==> src/rtl/hazard_ctrl.sv <==
// Pipeline hazard unit: operand forwarding, load-use bubble, taken-branch flush, multi-cycle op throttling.
// Optional macro HAZARD_SCOREBOARD_EN adds a per-register pending-write scoreboard for multi-cycle ops.
module hazard_ctrl #(
  parameter int unsigned REG_AW       = 5,
  parameter int unsigned NUM_SRC      = 2,
  parameter int unsigned FLUSH_CYCLES = 1,
  parameter int unsigned MC_MAX_OUT   = 4
) (
  input  logic                        clk,
  input  logic                        rst_n,
  input  logic [NUM_SRC*REG_AW-1:0]   rs_addr_ex,
  input  logic [NUM_SRC*REG_AW-1:0]   rs_addr_dec,
  input  logic [REG_AW-1:0]           rd_addr_ex,
  input  logic                        mem_read_ex,
  input  logic [REG_AW-1:0]           rd_addr_mem,
  input  logic                        rd_write_mem,
  input  logic [REG_AW-1:0]           rd_addr_wb,
  input  logic                        rd_write_wb,
  input  logic                        taken,
  input  logic                        mc_issue,
  input  logic [REG_AW-1:0]           mc_rd,
  input  logic                        mc_done,
  input  logic [REG_AW-1:0]           mc_done_rd,
  output logic [NUM_SRC*2-1:0]        fwd_ctrl,
  output logic                        pc_stall,
  output logic                        stall_dec,
  output logic                        flush_fe,
  output logic                        flush_dec,
  output logic                        flush_ex,
  output logic [3:0]                  mc_outstanding
);

  localparam logic [1:0] RS_DATA = 2'b00;
  localparam logic [1:0] FWD_MEM = 2'b01;
  localparam logic [1:0] FWD_WB  = 2'b10;

  localparam int unsigned FC_W   = 3;
  localparam int unsigned MC_W   = 4;
  localparam logic [FC_W-1:0] FLUSH_RELOAD = FC_W'(FLUSH_CYCLES - 1);
  localparam logic [MC_W-1:0] MC_MAX       = MC_W'(MC_MAX_OUT);

  logic [FC_W-1:0] flush_cnt_q, flush_cnt_d;
  logic [MC_W-1:0] mc_cnt_q, mc_cnt_d;

  logic flushing;
  logic mc_full;
  logic issue_ok;
  logic done_ok;
  logic load_use_match;
  logic dec_nonzero;
  logic mc_hazard;

  // Forwarding select per execute source; register 0 never forwards
  always_comb begin
    fwd_ctrl = '0;
    for (int i = 0; i < NUM_SRC; i++) begin
      fwd_ctrl[i*2 +: 2] = RS_DATA;
      if (rst_n && (rs_addr_ex[i*REG_AW +: REG_AW] != '0)) begin
        if (rd_write_mem && (rs_addr_ex[i*REG_AW +: REG_AW] == rd_addr_mem)) begin
          fwd_ctrl[i*2 +: 2] = FWD_MEM;
        end else if (rd_write_wb && (rs_addr_ex[i*REG_AW +: REG_AW] == rd_addr_wb)) begin
          fwd_ctrl[i*2 +: 2] = FWD_WB;
        end
      end
    end
  end

`ifdef HAZARD_SCOREBOARD_EN
  localparam int unsigned NREG = 1 << REG_AW;
  logic [NREG-1:0] sb_q, sb_d;
  logic            sb_hit;

  always_comb begin
    sb_hit = 1'b0;
    for (int i = 0; i < NUM_SRC; i++) begin
      if ((rs_addr_dec[i*REG_AW +: REG_AW] != '0) && sb_q[rs_addr_dec[i*REG_AW +: REG_AW]]) begin
        sb_hit = 1'b1;
      end
    end
  end

  // Clear applied before set so a same-cycle set/clear on one register leaves it pending
  always_comb begin
    sb_d = sb_q;
    if (mc_done) begin
      sb_d[mc_done_rd] = 1'b0;
    end
    if (issue_ok && (mc_rd != '0)) begin
      sb_d[mc_rd] = 1'b1;
    end
  end

  always_ff @(posedge clk or negedge rst_n) begin
    if (!rst_n) begin
      sb_q <= '0;
    end else begin
      sb_q <= sb_d;
    end
  end

  assign mc_hazard = sb_hit;
`else
  logic unused_sb;
  assign unused_sb = ^{mc_rd, mc_done_rd};
  assign mc_hazard = (mc_cnt_q != '0) && dec_nonzero;
`endif

  always_comb begin
    load_use_match = 1'b0;
    dec_nonzero    = 1'b0;
    for (int i = 0; i < NUM_SRC; i++) begin
      if (rs_addr_dec[i*REG_AW +: REG_AW] != '0) begin
        dec_nonzero = 1'b1;
        if (rs_addr_dec[i*REG_AW +: REG_AW] == rd_addr_ex) begin
          load_use_match = 1'b1;
        end
      end
    end
  end

  assign flushing = rst_n && (taken || (flush_cnt_q != '0));
  assign mc_full  = (mc_cnt_q == MC_MAX);
  assign issue_ok = mc_issue && !mc_full;
  assign done_ok  = mc_done && (mc_cnt_q != '0);

  // A flush in progress suppresses every stall and the load-use bubble
  always_comb begin
    pc_stall       = 1'b0;
    stall_dec      = 1'b0;
    flush_ex       = 1'b0;
    flush_fe       = flushing;
    flush_dec      = flushing;
    mc_outstanding = mc_cnt_q;
    if (rst_n && !flushing) begin
      flush_ex  = mem_read_ex && load_use_match;
      pc_stall  = (mem_read_ex && load_use_match) || mc_full || mc_hazard;
      stall_dec = pc_stall;
    end
  end

  always_comb begin
    flush_cnt_d = flush_cnt_q;
    if (taken) begin
      flush_cnt_d = FLUSH_RELOAD;
    end else if (flush_cnt_q != '0) begin
      flush_cnt_d = flush_cnt_q - FC_W'(1);
    end
  end

  always_comb begin
    mc_cnt_d = mc_cnt_q;
    if (issue_ok && !done_ok) begin
      mc_cnt_d = mc_cnt_q + MC_W'(1);
    end else if (done_ok && !issue_ok) begin
      mc_cnt_d = mc_cnt_q - MC_W'(1);
    end
  end

  always_ff @(posedge clk or negedge rst_n) begin
    if (!rst_n) begin
      flush_cnt_q <= '0;
      mc_cnt_q    <= '0;
    end else begin
      flush_cnt_q <= flush_cnt_d;
      mc_cnt_q    <= mc_cnt_d;
    end
  end

endmodule

==> config.mk <==
export PLATFORM = sky130hd
export DESIGN_NAME = hazard_ctrl
export DESIGN_NICKNAME = d
export VERILOG_FILES = /design/src/rtl/hazard_ctrl.sv
export SDC_FILE = /design/constraint.sdc
export NUM_CORES = 1
export LEC_CHECK = 0
export ABC_AREA = 1
export CORE_MARGIN = 2
export CORE_UTILIZATION = 33
export DETAILED_ROUTE_END_ITERATION = 8
export GPL_TIMING_DRIVEN = 0
export PLACE_DENSITY_LB_ADDON = 0.15
export SLEW_MARGIN = 20
export SYNTH_ARGS = -nofsm -noshare
export SYNTH_HDL_FRONTEND = slang
export SYNTH_SLANG_ARGS = --single-unit
==> constraint.sdc <==
create_clock -name clk -period 1.9 [get_ports clk]
set_input_delay 0.38 -clock clk [delete_from_list [all_inputs] [get_ports clk]]
set_output_delay 0.38 -clock clk [all_outputs]
set_load 0.005 [all_outputs]
======== Word-level counts from Yosys, hierarchy flattened ========
Cells that the tools add are included.
storage, ports and cells
  bits in registers ....................... 7
  bits of input ports ..................... 53
  output and inout bits ................... 13
cells by class
  add/sub/neg operators ................... 3
  equal/unequal tests ..................... 7
  multiplexer cells ....................... 18
  reduce and logical (&&, ||, !) cells .... 29
operator list
  operator             number
  $eq 5x5->1           6
  $reduce_bool 5->1    4
  $logic_and 1x1->1    14
  $mux 2               6
  $mux 1               8
  $mux 4               2
  $mux 3               2
  $add 4x1->4 const B  1
  $eq 4x3->1 const B   1
  $logic_not 1->1      4
  $reduce_bool 2->1    2
  $reduce_bool 4->1    1
  $sub 4x1->4 const B  1
  $logic_or 1x1->1     3
  $reduce_bool 3->1    1
  $sub 3x1->3 const B  1

======== Depth between registers and ports, before layout ========
Gate-level depths: netlist of run 1.
  word-level depth ........................ 9
  gate-level depth with buffers ........... 12
  depth with buffers taken out ............ 12

======== Worst setup path after synthesis of run 1 ========
No wires, ideal clock.
  kind .................................... register to register
  from .................................... register mc_cnt_q[1], in the netlist mc_outstanding[1]
  to ...................................... register mc_cnt_q[3], in the netlist mc_outstanding[3]
  setup time .............................. 0.065 ns
  data arrival time ....................... 1.869 ns
  path slack .............................. -0.033 ns
  cell stages (with the launch flop) ...... 13
  clock period less this slack ............ 1.933 ns
  cell sequence ........................... dfrtp_1 nor2_1 inv_1 nor2_1 a21boi_0 ha_1 inv_1 ha_1 a21oi_1 and2_1 xor2_1 nand2_1 nand2_1
on the way
  cells in the longest elaborated chain, start to end .. 6
  elaborated cells on any way between the ends .. 14
  classes of those cells .................. add/sub (2); eq/ne (1); mux (2); reduce/logical (9)
ends and longest elaborated chain
  item                                                                 RTL line  text
  from (decl)                                                          43        logic [MC_W-1:0] mc_cnt_q, mc_cnt_d;
  from (signal assigned)                                               165       mc_cnt_q <= mc_cnt_d;
  parallel branches: the longest is 6 deep, another holds $sub 4x1->4  n/a
Parallel ways; which one is timed is not known. The select of a mux whose other input is x is not followed.
A chain may end at the register's enable or synchronous reset.

======== Worst setup path after layout of run 1 ========
  from .................................... register flush_cnt_q[0]
  to ...................................... output port stall_dec
on the way
  cells in the longest elaborated chain, start to end .. 6
ends and longest elaborated chain
  item                    RTL line  text
  from (decl)             42        logic [FC_W-1:0] flush_cnt_q, flush_cnt_d;
  from (signal assigned)  164       flush_cnt_q <= flush_cnt_d;
  $reduce_bool 3->1       121       assign flushing = rst_n && (taken || (flush_cnt_q != '0));
  $logic_or 1x1->1        121
  $logic_and 1x1->1       121
  $logic_not 1->1         134       if (rst_n && !flushing) begin
  $logic_and 1x1->1       134
  $mux 1                  134
  to (decl)               26        output logic stall_dec,
No other way between the ends.

==> results of run 1 <==
-- routing by layer --
metal | share of wire | up-vias | routed length [microns] | track usage
met2 | 0.49 | 34 | 1500 | 0.275
met5 | 0 | - | 0 | 0
met4 | 0.0091 | 0 | 28 | 0.0571
li1 | - | 698 | - | -
met1 | 0.45 | 567 | 1390 | 0.204
met3 | 0.048 | 3 | 148 | 0.0108
-- layout make-up --
cell class / instances / share of cell area
Buffer: 2 / 0.00995
Clock buffer: 4 / 0.0139
Inverter: 33 / 0.0683
Multi-Input combinational cell: 135 / 0.453
Sequential cell: 7 / 0.0956
Tap cell: 44 / 0.0292
Timing Repair Buffer: 73 / 0.330
-- sequential cells by signal, indices dropped and copies added (netlist names) --
signal,flops
mc_outstanding,4
flush_cnt_q,3
-- cells in the final DEF (no fill, tap or decap), types with 3 or more instances in the layout --
| master | n |
|---|---|
| a21oi_2 | 3 |
| buf_2 | 5 |
| buf_4 | 17 |
| buf_6 | 3 |
| clkbuf_2 | 4 |
| clkbuf_4 | 3 |
| clkdlybuf4s50_1 | 24 |
| dfrtp_1 | 3 |
| dfrtp_2 | 4 |
| dlygate4sd2_1 | 20 |
| ha_4 | 3 |
| inv_1 | 24 |
| inv_2 | 7 |
| nand2_1 | 52 |
| nand2_2 | 4 |
| nand3_1 | 9 |
| nand4_1 | 3 |
| nor2_1 | 17 |
| nor2_4 | 5 |
| xnor2_1 | 15 |
| xor2_1 | 3 |
-- power breakdown --
part | leakage, uW | internal [uW] | switching, uW
clock network | 0.0000150 | 80.9 | 66.7
logic | 0.000844 | 713 | 546
registers | 0.0000828 | 230 | 59.9
total | 0.000941 | 1020 | 673
-- worst max path at each step --
stage                             end  slack (ns)  cells after the start
detailed placement          stall_dec       -0.72                      9
finish                      stall_dec       -0.12                     13
CTS                         stall_dec       -0.21                     13
floorplan           mc_outstanding[3]       0.005                     12
global placement            stall_dec       -0.70                      9
global route                stall_dec       -0.23                     13
-- stage by stage --
| stage | TNS [ns] | utilization | power, uW |
|---|---|---|---|
| after floorplan | 0 | - | 778 |
| after global placement | -5.32 | 0.546 | 1090 |
| after detailed placement | -5.56 | 0.546 | 1110 |
| after CTS | -0.688 | 0.583 | 1460 |
| after global routing | -0.911 | 0.623 | 1850 |
| final | -0.323 | 0.623 | 1700 |
-- cell families (layout without fill, tap and decap cells) --
| kind of cell | after synthesis | count (layout) |
|---|---|---|
| buffers and inverters | 35 | 112 |
| AND/OR/NAND/NOR | 100 | 100 |
| adder cells (fa/ha/maj) | 6 | 6 |
| XOR/XNOR | 18 | 18 |
| flip-flops | 7 | 7 |
| AO/OA/AOI/OAI | 11 | 11 |
-- tightest hold or removal path, delay by kind of cell (launching register included) --
family	cells	cell delay (ns)
AND/OR/NAND/NOR	1	0.06
AO/OA/AOI/OAI	1	0.05
flip-flops	1	0.34
-- timing repair --
item / CTS / global route
endpoints found under the setup margin: 10 / 7
cloned: 0 / 0
hold endpoints to repair: 0 / 7
hold buffers: 0 / 1
buffers inserted: 7 / 10
pin swaps: 17 / 21
resized for setup: 74 / 28
==> results.md, run 1 <==
* Most frequent cells after synthesis: 56 x nand2_1, 30 x inv_1, 22 x nor2_1, 15 x xnor2_1, 9 x nand3_1
* Multiplexer share of the synthesized area at 0
* Yosys top cell area share at 0.201
* IO Pins at 66
* Clk_lat worst skew at 0.26 ns
* Row count at 20
* Worst relative slew slack at 0.755
* Worst EP arrival at 1.64 ns
* Number of enable flip-flop cells after synthesis at 0
* Clock root cell: clkbuf_4
* All-Layer GR Usage at 0.159
* Clock transition at path regs at 0.05 ns
* Worst path slowest cell: dfrtp_1
* Chip width at 60.3 microns
* Final hold slack at 0.485 ns
* Family with the most delay on the worst path: buffers and inverters
* CP cell instances: inv_2, ha_4, ha_4, inv_4, nor2_4, inv_2, nor2_4, nand2_2, inv_2, nand2_2, nand2_2, buf_6, buf_6
* Critical Path RT at 1.52 ns
* Dominant cells by area after synthesis: nand2_1 20%, dfrtp_1 17%, xnor2_1 13%, inv_1 11%, nor2_1 7.9%
* CTS buffer count at 3
* Post-synthesis sequential area ratio at 0.168
* Crit path buffers/inverters at 6
* Clk buf depth at 2
* CP peak stage delay at 0.38 ns
* FF+latch count, synth at 7
* Routed vias/inst at 4.37
* Ant diodes at 0
* Area of the core at 3030 sq um
* Largest family of logic cells by synthesized area: simple AND/OR/NAND/NOR gates
* Worst-Margin Slew at 0.366 ns
* Global-route wire length before repair at 4.45 mm
* # setup viols final at 5
* Vias after detailed routing at 1302
* Synthesized area per cell at 5.90 sq um
* Violated checks: setup timing
* Worst Hold Path EP: flush_cnt_q[2]
* Tcrit/Tclk final at 1.06
* Post-route design area at 1890 sq um
* Final wirelength at 3.06 mm
* Fin nets at 314
* PortBufs at 55
* Slew Limit Fails at 0
* Status: finished with violations
* Vias in the first global route at 1110
* Maximum vdd drop at 0.813 mV
* Path depth of the worst reg2reg path at 12
* # fillers at 286
* Post-synthesis async set-or-reset flop share at 1.00
* CP Max Fanout at 2
* RePlAce Congestion at 0.832
* Element type at the critical path end: output pin
* CP Launch Type: flip-flop
* Top-count cell post-synth: nand2_1
* Die Y at 60.3 microns
* Unrepaired setup endpoints after global routing: yes
* Share of layout cells above drive strength 1 at 0.272
* Post-Synth Adder-Cell Area at 0.0790
* Final HPWL from detailed placement at 2.24 mm
* CTS tree: done
* Placed Cells at 276
* Largest net degree at the start of global routing at 11
* Reg-to-reg critical path endpoint: mc_outstanding[3]
* Crit path time final at 2.02 ns
* Pre-CTS setup slack at -0.724 ns
* Fmax at 0.495 GHz
* Post-route DRC at 0
* Final WS setup at -0.120 ns
* WL/cell at 10.3 microns
* Initial Util at 0.345
* Max-cap check violation count at 0
* Fin cells at 298
* Synth area leader: nand2_1
* Worst Hold Depth at 2
* Compound-Gate Fraction of Synth Area at 0.0671
* Die footprint at 3630 sq um
* Initial DRC count at 39
* CP Launch Point: flush_cnt_q[0]
* Post-Synth XOR/XNOR Area at 0.151
* YS warnings at 0
* Min-delay src: flush_cnt_q[2]
* Register area at 180 sq um
* P&R area growth vs syn at 80.5%
* Reg2Reg Launch Point: mc_outstanding[1]
* Multi-input logic area at 853 sq um
* Synthesized area at 1040 sq um
* Min-Delay Path Class: flip-flop to flip-flop
* Antenna violations before repair at 0
* Primary FF master, synth: dfrtp_1
* Post-Syn Instances at 177
* Power density cells at 900 nW/um^2
* Setup Skew at 0.000317 ns
* Initial DRT Pass Iterations at 4
* ANT nets after route at 0
* Total clock sinks at 7
* Yosys cell types at 25
* Syn nets at 236
* Leakage at 0.000941 uW
* Area share of and/or/nand/nor cells after synthesis at 0.402
* H-tree levels at 1
* Final hold vios at 0
* Placed inst area at 1650 sq um
* Total grt overflow at 0
* Setup CP Type: flip-flop to output pin
* Worst reg2reg setup slack at 0.03 ns
Note: power is estimated with default switching activity, not from simulation.
==> run 2: changes to the inputs <==
TNS_END_PERCENT = 1   (was default)
==> run 2 against run 1 <==
Clock-buffer cell count unchanged; highest routed layer is now met3; critical path depth decreased by 7; clock skew about the same; largest cell class unchanged; the run still ends with setup timing left.
==> results.md, run 2 (same netlist as run 1, synthesis figures left out) <==
* Status: finished with violations (unchanged)
* Violated checks: setup timing (unchanged)
* # fillers at 283 (was 286)
* Routed vias/inst at 4.38 (was 4.37)
* CP Max Fanout at 2 (unchanged)
* Cell-internal power at 887 uW (was 1020 uW)
* Total grt overflow at 0 (unchanged)
* Most common cell after layout, fill and taps aside: nand2_1 (unchanged)
* Area of the core at 3030 sq um (unchanged)
* Clock transition at path regs at 0.05 ns (about the same)
* Reg power frac at 0.214 (was 0.171)
* Final WS setup at -0.152 ns (was -0.120 ns)
* Clk_lat worst skew at 0.25 ns (was 0.26 ns)
* Unrepaired setup endpoints after global routing: yes (unchanged)
* CTS tree: done (unchanged)
* Ant diodes at 0 (unchanged)
* Chip width at 60.3 microns (unchanged)
* Setup TNS Final at -0.725 ns (was -0.323 ns)
* Combinational Power Share at 0.693 (was 0.742)
* Tcrit/Tclk final at 1.08 (was 1.06)
* P&R area growth vs syn at 73.7% (was 80.5%)
* Leakage at 0.000925 uW (was 0.000941 uW)
* WL/cell at 9.67 microns (was 10.3 microns)
* RePlAce Congestion at 0.832 (unchanged)
* Clk buf depth at 2 (unchanged)
* All-Layer GR Usage at 0.147 (was 0.159)
* Post-route DRC at 0 (unchanged)
* Power density cells at 823 nW/um^2 (was 900 nW/um^2)
* Worst-Margin Slew at 0.411 ns (was 0.366 ns)
* Vias after detailed routing at 1256 (was 1302)
* Die footprint at 3630 sq um (unchanged)
* Crit path time final at 2.05 ns (was 2.02 ns)
* Vias in the first global route at 1081 (was 1110)
* Slew Limit Fails at 0 (unchanged)
* Max-cap check violation count at 0 (unchanged)
* Multi-input logic area at 823 sq um (was 853 sq um)
* # hold bufs at CTS at 0 (unchanged)
* Initial DRT Pass Iterations at 4 (unchanged)
* ANT nets after route at 0 (unchanged)
* Worst EP arrival at 1.67 ns (was 1.64 ns)
* Fin nets at 303 (was 314)
* Final wirelength at 2.78 mm (was 3.06 mm)
* Clock root cell: clkbuf_4 (unchanged)
* Global-route wire length before repair at 4.18 mm (was 4.45 mm)
* Total clock sinks at 7 (unchanged)
* Element type at the critical path end: output pin (unchanged)
* # setup viols final at 8 (was 5)
* Initial Util at 0.345 (unchanged)
* Sw Pwr at 606 uW (was 673 uW)
* Sw Share at 0.406 (was 0.397)
* Antenna violations before repair at 0 (unchanged)
* H-tree levels at 1 (unchanged)
* Pre-CTS setup slack at -0.724 ns (unchanged)
* Row count at 20 (unchanged)
* Initial DRC count at 75 (was 39)
* Register area at 178 sq um (was 180 sq um)
* PortBufs at 55 (unchanged)
* Die Y at 60.3 microns (unchanged)
* Final hold vios at 0 (unchanged)
* CTS buffer count at 3 (unchanged)
* Largest net degree at the start of global routing at 11 (unchanged)
* Max FFs per register at 4 (unchanged)
* CP Launch Type: input port (was flip-flop)
* Critical Path RT at 1.52 ns (about the same)
* Commonest cells after routing, fill and taps aside: 53 x nand2_1, 31 x clkdlybuf4s50_1, 27 x inv_1, 17 x nor2_1, 15 x xnor2_1 (was 52 x nand2_1, 24 x inv_1, 24 x clkdlybuf4s50_1, 20 x dlygate4sd2_1)
* Clock share of power at 0.093 (was 0.087)
* Setup Skew at 0.000136 ns (was 0.000317 ns)
* Maximum vdd drop at 0.741 mV (was 0.813 mV)
* Worst relative slew slack at 0.726 (was 0.755)
* Final HPWL from detailed placement at 2.24 mm (unchanged)
* IO Pins at 66 (unchanged)
* Setup CP Type: input port to output pin (was flip-flop to output pin)
* Share of layout cells above drive strength 1 at 0.177 (was 0.272)
* Fmax at 0.487 GHz (was 0.495 GHz)
* Min-Delay Path Class: input port to async pin (was flip-flop to flip-flop)
[run 2: cell type report]
type | count | area share
tap | 44 | 0.0303
multi-input combinational | 135 | 0.454
timing repair buffer | 62 | 0.323
sequential | 7 | 0.0979
buffer | 2 | 0.0103
clock buffer | 4 | 0.0145
inverter | 33 | 0.0697
[run 2: metrics by stage]
step | hold WS, ns | utilization | cells | power [uW] | instance area (sq um)
floorplan | 0.0844 | - | 177 | 778 | 1050
global placement | 0.468 | 0.546 | 276 | 1090 | 1650
detailed placement | 0.476 | 0.546 | 276 | 1110 | 1650
CTS | 0.170 | 0.569 | 283 | 1390 | 1720
global route | 0.163 | 0.599 | 287 | 1630 | 1810
finish | 0.129 | 0.599 | 287 | 1490 | 1810
[run 2: final timing paths]
kind / startpoint / endpoint / slack [ns] / cells after the start
max: rd_write_mem / fwd_ctrl[0] / -0.15 / 6
max in group asynchronous: rst_n / mc_outstanding[0] / 1.46 / 1
min in group clk: flush_cnt_q[2] / flush_cnt_q[2] / 0.48 / 2
min reg2reg: flush_cnt_q[2] / flush_cnt_q[2] / 0.48 / 2
min: rst_n / mc_outstanding[1] / 0.13 / 1
max reg2reg: mc_outstanding[0] / mc_outstanding[3] / 0.01 / 12
[run 2: critical path: stages]
cell and delay (ns):
clkdlybuf4s50_1 0.45, inv_1 0.05, a21oi_1 0.16, o2111ai_1 0.16, nor3_1 0.22, dlygate4sd2_1 0.25
[run 2: power groups by stage]
stage,registers (uW),clock network [uW],logic (uW)
global route,333,149,1150
detailed placement,302,0,806
finish,320,139,1030
floorplan,293,0,485
global placement,302,0,789
CTS,310,144,933
[run 2: timing repair]
item | in CTS | in global routing
buffers inserted | 3 | 4
endpoints found under the setup margin | 10 | 12
resized for setup | 44 | 23
pin swaps | 9 | 8
[run 2: metal layers]
metal	track usage	wire (microns)	vias up
met5	0	0	-
met4	0.0381	0	0
met3	0.0108	121	0
met2	0.261	1380	25
met1	0.189	1270	557
li1	-	-	674
==> run 3: changes to the inputs <==
ABC_AREA = default   (was 1)
CORE_UTILIZATION = 31   (was 33)
==> run 3 against run 2 <==
Maximum frequency shrank 8.7%; critical path depth up 2; clock-buffer cell count is the same; critical path type unchanged; wire length fell by 11%; the flow still finishes with violations (setup timing).
==> results.md, run 3 <==
* Fmax at 0.445 GHz (was 0.487 GHz)
* Register area at 179 sq um (was 178 sq um)
* Antenna violations before repair at 0 (unchanged)
* CP cell instances: buf_6, or4_4, nor2_4, nor4_2, o211a_1, or2_1, buf_4, buf_6 (was clkdlybuf4s50_1, inv_1, a21oi_1, o2111ai_1, nor3_1, dlygate4sd2_1)
* Share of layout cells above drive strength 1 at 0.319 (was 0.177)
* Clock share of power at 0.093 (about the same)
* Status: finished with violations (unchanged)
* Vias in the first global route at 954 (was 1081)
* CP Launch Type: input port (unchanged)
* YS warnings at 0 (unchanged)
* Area share of and/or/nand/nor cells after synthesis at 0.211 (was 0.402)
* # fillers at 263 (was 283)
* Multi-input logic area at 785 sq um (was 823 sq um)
* WL/cell at 12.5 microns (was 9.67 microns)
* Top-count cell post-synth: xor2_1 (was nand2_1)
* Clock transition at path regs at 0.05 ns (about the same)
* Multiplexer share of the synthesized area at 0.0128 (was 0)
* Post-Synth XOR/XNOR Area at 0.349 (was 0.151)
* CTS buffer count at 3 (unchanged)
* ANT nets after route at 0 (unchanged)
* Placed inst area at 1490 sq um (was 1650 sq um)
* Vias after detailed routing at 988 (was 1256)
* FF+latch count, synth at 7 (unchanged)
* Post-synthesis sequential area ratio at 0.199 (was 0.168)
* Fin nets at 226 (was 303)
* Clk_lat worst skew at 0.24 ns (was 0.25 ns)
* Critical Path RT at 1.52 ns (about the same)
* CP peak stage delay at 0.54 ns (was 0.45 ns)
* Initial DRT Pass Iterations at 4 (unchanged)
* Most common cell after layout, fill and taps aside: dlygate4sd2_1 (was nand2_1)
* Commonest cells after routing, fill and taps aside: 24 x dlygate4sd2_1, 22 x xor2_1, 13 x xnor2_1, 10 x clkdlybuf4s50_1, 8 x nor2_1 (was 53 x nand2_1, 31 x clkdlybuf4s50_1, 27 x inv_1, 17 x nor2_1, 15 x xnor2_1)
* Violated checks: setup timing (unchanged)
* Worst-Margin Slew at 0.488 ns (was 0.411 ns)
* Primary FF master, synth: dfrtp_1 (unchanged)
* Initial DRC count at 14 (was 75)
* # hold bufs at CTS at 0 (unchanged)
* Post-route design area at 1590 sq um (was 1810 sq um)
* RePlAce Congestion at 0.842 (was 0.832)
* Final HPWL from detailed placement at 2.07 mm (was 2.24 mm)
* Final wirelength at 2.47 mm (was 2.78 mm)
* Crit path time final at 2.25 ns (was 2.05 ns)
* Worst path slowest cell: or4_4 (was clkdlybuf4s50_1)
* Ant diodes at 0 (unchanged)
* Sw Share at 0.389 (was 0.406)
* Final WS setup at -0.347 ns (was -0.152 ns)
* Tcrit/Tclk final at 1.18 (was 1.08)
* Post-Synth Adder-Cell Area at 0.0939 (was 0.0790)
* Setup TNS Final at -1.33 ns (was -0.725 ns)
* Crit path buffers/inverters at 3 (unchanged)
* Slew Limit Fails at 0 (unchanged)
* Row count at 19 (was 20)
* Most frequent cells after synthesis: 22 x xor2_1, 13 x xnor2_1, 8 x nor2_1, 7 x dfrtp_1 (was 56 x nand2_1, 30 x inv_1, 22 x nor2_1, 15 x xnor2_1, 9 x nand3_1)
* Post-Syn Instances at 102 (was 177)
* # setup viols final at 9 (was 8)
* Yosys cell types at 25 (unchanged)
* Synthesized area per cell at 8.62 sq um (was 5.90 sq um)
* Unrepaired setup endpoints after global routing: yes (unchanged)
* Die footprint at 3280 sq um (was 3630 sq um)
* Worst EP arrival at 1.87 ns (was 1.67 ns)
* Clk buf depth at 2 (unchanged)
* Leakage at 0.000708 uW (was 0.000925 uW)
* Family with the most delay on the worst path: simple AND/OR/NAND/NOR gates (was buffers and inverters)
* Post-route DRC at 0 (unchanged)
* H-tree levels at 1 (unchanged)
* Final hold vios at 0 (unchanged)
* CP most frequent cell: buf_6
* Synth area leader: xor2_1 (was nand2_1)
* Routed vias/inst at 5.02 (was 4.38)
* CTS tree: done (unchanged)
* Worst relative slew slack at 0.675 (was 0.726)
* Reg power frac at 0.256 (was 0.214)
* Min-Delay Path Class: input port to async pin (unchanged)
* Setup CP Type: input port to output pin (unchanged)
* Chip width at 57.3 microns (was 60.3 microns)
* Max-cap check violation count at 0 (unchanged)
* Die Y at 57.3 microns (was 60.3 microns)
* Initial Util at 0.322 (was 0.345)
* Area of the core at 2730 sq um (was 3030 sq um)
* Element type at the critical path end: output pin (unchanged)
* Clock root cell: clkbuf_4 (unchanged)
* P&R area growth vs syn at 80.4% (was 73.7%)
* CP Max Fanout at 2 (unchanged)
* Power density cells at 861 nW/um^2 (was 823 nW/um^2)
* Maximum vdd drop at 0.582 mV (was 0.741 mV)
* All-Layer GR Usage at 0.156 (was 0.147)
* PortBufs at 55 (unchanged)
* Syn nets at 161 (was 236)
* Combinational Power Share at 0.651 (was 0.693)
* Global-route wire length before repair at 4.03 mm (was 4.18 mm)
* IO Pins at 66 (unchanged)
* Setup Skew at 0.0000666 ns (was 0.000136 ns)
* Largest family of logic cells by synthesized area: XOR/XNOR gates (was simple AND/OR/NAND/NOR gates)
* Total clock sinks at 7 (unchanged)
* Compound-Gate Fraction of Synth Area at 0.0967 (was 0.0671)
* Yosys top cell area share at 0.219 (was 0.201)
* Sw Pwr at 532 uW (was 606 uW)
* Number of enable flip-flop cells after synthesis at 0 (unchanged)
* Largest net degree at the start of global routing at 12 (was 11)
* Total grt overflow at 0 (unchanged)
* Max FFs per register at 4 (unchanged)
* Dominant cells by area after synthesis: xor2_1 22%, dfrtp_1 20%, xnor2_1 13%, ha_1 7.1%, nor4_1 4.3% (was nand2_1 20%, dfrtp_1 17%, xnor2_1 13%, inv_1 11%, nor2_1 7.9%)
* Post-synthesis async set-or-reset flop share at 1.00 (unchanged)
* Core occupancy in the finished layout at 0.580 (was 0.599)
* Cell-internal power at 834 uW (was 887 uW)
* Synthesized area at 880 sq um (was 1040 sq um)
==> run 3: cell types whose count changed in the layout (fill, tap and decap cells not counted), moves of 4 or more <==
cell	before	now
clkdlybuf4s50_1	31	10
nand2_1	53	1
nor4_2	0	5
xor2_1	3	22
dlymetal6s2s_1	5	1
nor2_1	17	8
inv_2	5	1
buf_6	2	6
inv_1	27	4
dlygate4sd2_1	13	24
==> run 3: final timing paths <==
kind | from | to | slack [ns] | cells after the start
setup reg to reg | mc_outstanding[0] | mc_outstanding[3] | -0.23 | 9
max in group asynchronous | rst_n | mc_outstanding[2] | 1.37 | 1
hold reg to reg | flush_cnt_q[2] | flush_cnt_q[2] | 0.51 | 2
min in group clk | flush_cnt_q[2] | flush_cnt_q[2] | 0.51 | 2
hold / removal | rst_n | flush_cnt_q[2] | 0.17 | 1
setup / recovery | rs_addr_dec[1] | stall_dec | -0.35 | 8
==> run 3: repair_timing <==
action,CTS,global route
setup buffers,5,1
resized for setup,101,18
cloned,0,0
hold endpoints to repair,0,0
pin swaps,18,14
setup endpoints to repair,11,10
==> run 3: per-stage QoR <==
stage,cells,hold WS [ns],total power [uW],setup WS (ns)
final,197,0.174,1370,-0.347
after global routing,197,0.199,1510,-0.393
after CTS,197,0.170,1380,-0.358
after detailed placement,188,0.506,1140,-1.06
after global placement,188,0.504,1100,-1.04
after floorplan,102,0.0844,785,-0.131
==> run 3: layout make-up <==
cell class | instances | area share
sequential | 7 | 0.113
buffer | 2 | 0.00946
inverter | 5 | 0.0118
tap | 31 | 0.0244
clock buffer | 4 | 0.0166
timing repair buffer | 60 | 0.330
multi-input combinational | 88 | 0.494
==> run 3: kinds of logic (layout without fill, tap and decap cells) <==
family                     Yosys count  count (layout)
AOI/OAI and AO/OA                   13              13
xor gates and xnor gates            35              35
adders and majority gates            6               6
buffers and inverters                7              71
DFF                                  7               7
muxes                                1               1
and+or+nand+nor                     33              33
==> run 3: layer usage <==
layer  share of wire  up-vias  global-route usage
li1                -      486                   -
met1            0.39      458               0.184
met2            0.52       40               0.278
met3           0.079        4              0.0295
met4           0.015        0              0.0598
met5               0        -                   0
==> run 3: power groups by stage <==
| stage | registers [uW] | logic (uW) | clock network [uW] |
|---|---|---|---|
| 6_report | 350 | 890 | 127 |
| 4_1_cts | 349 | 893 | 134 |
| 2_1_floorplan | 325 | 461 | 0 |
| 5_1_grt | 365 | 1000 | 144 |
| 3_5_place_dp | 343 | 799 | 0 |
| 3_3_place_gp | 342 | 761 | 0 |
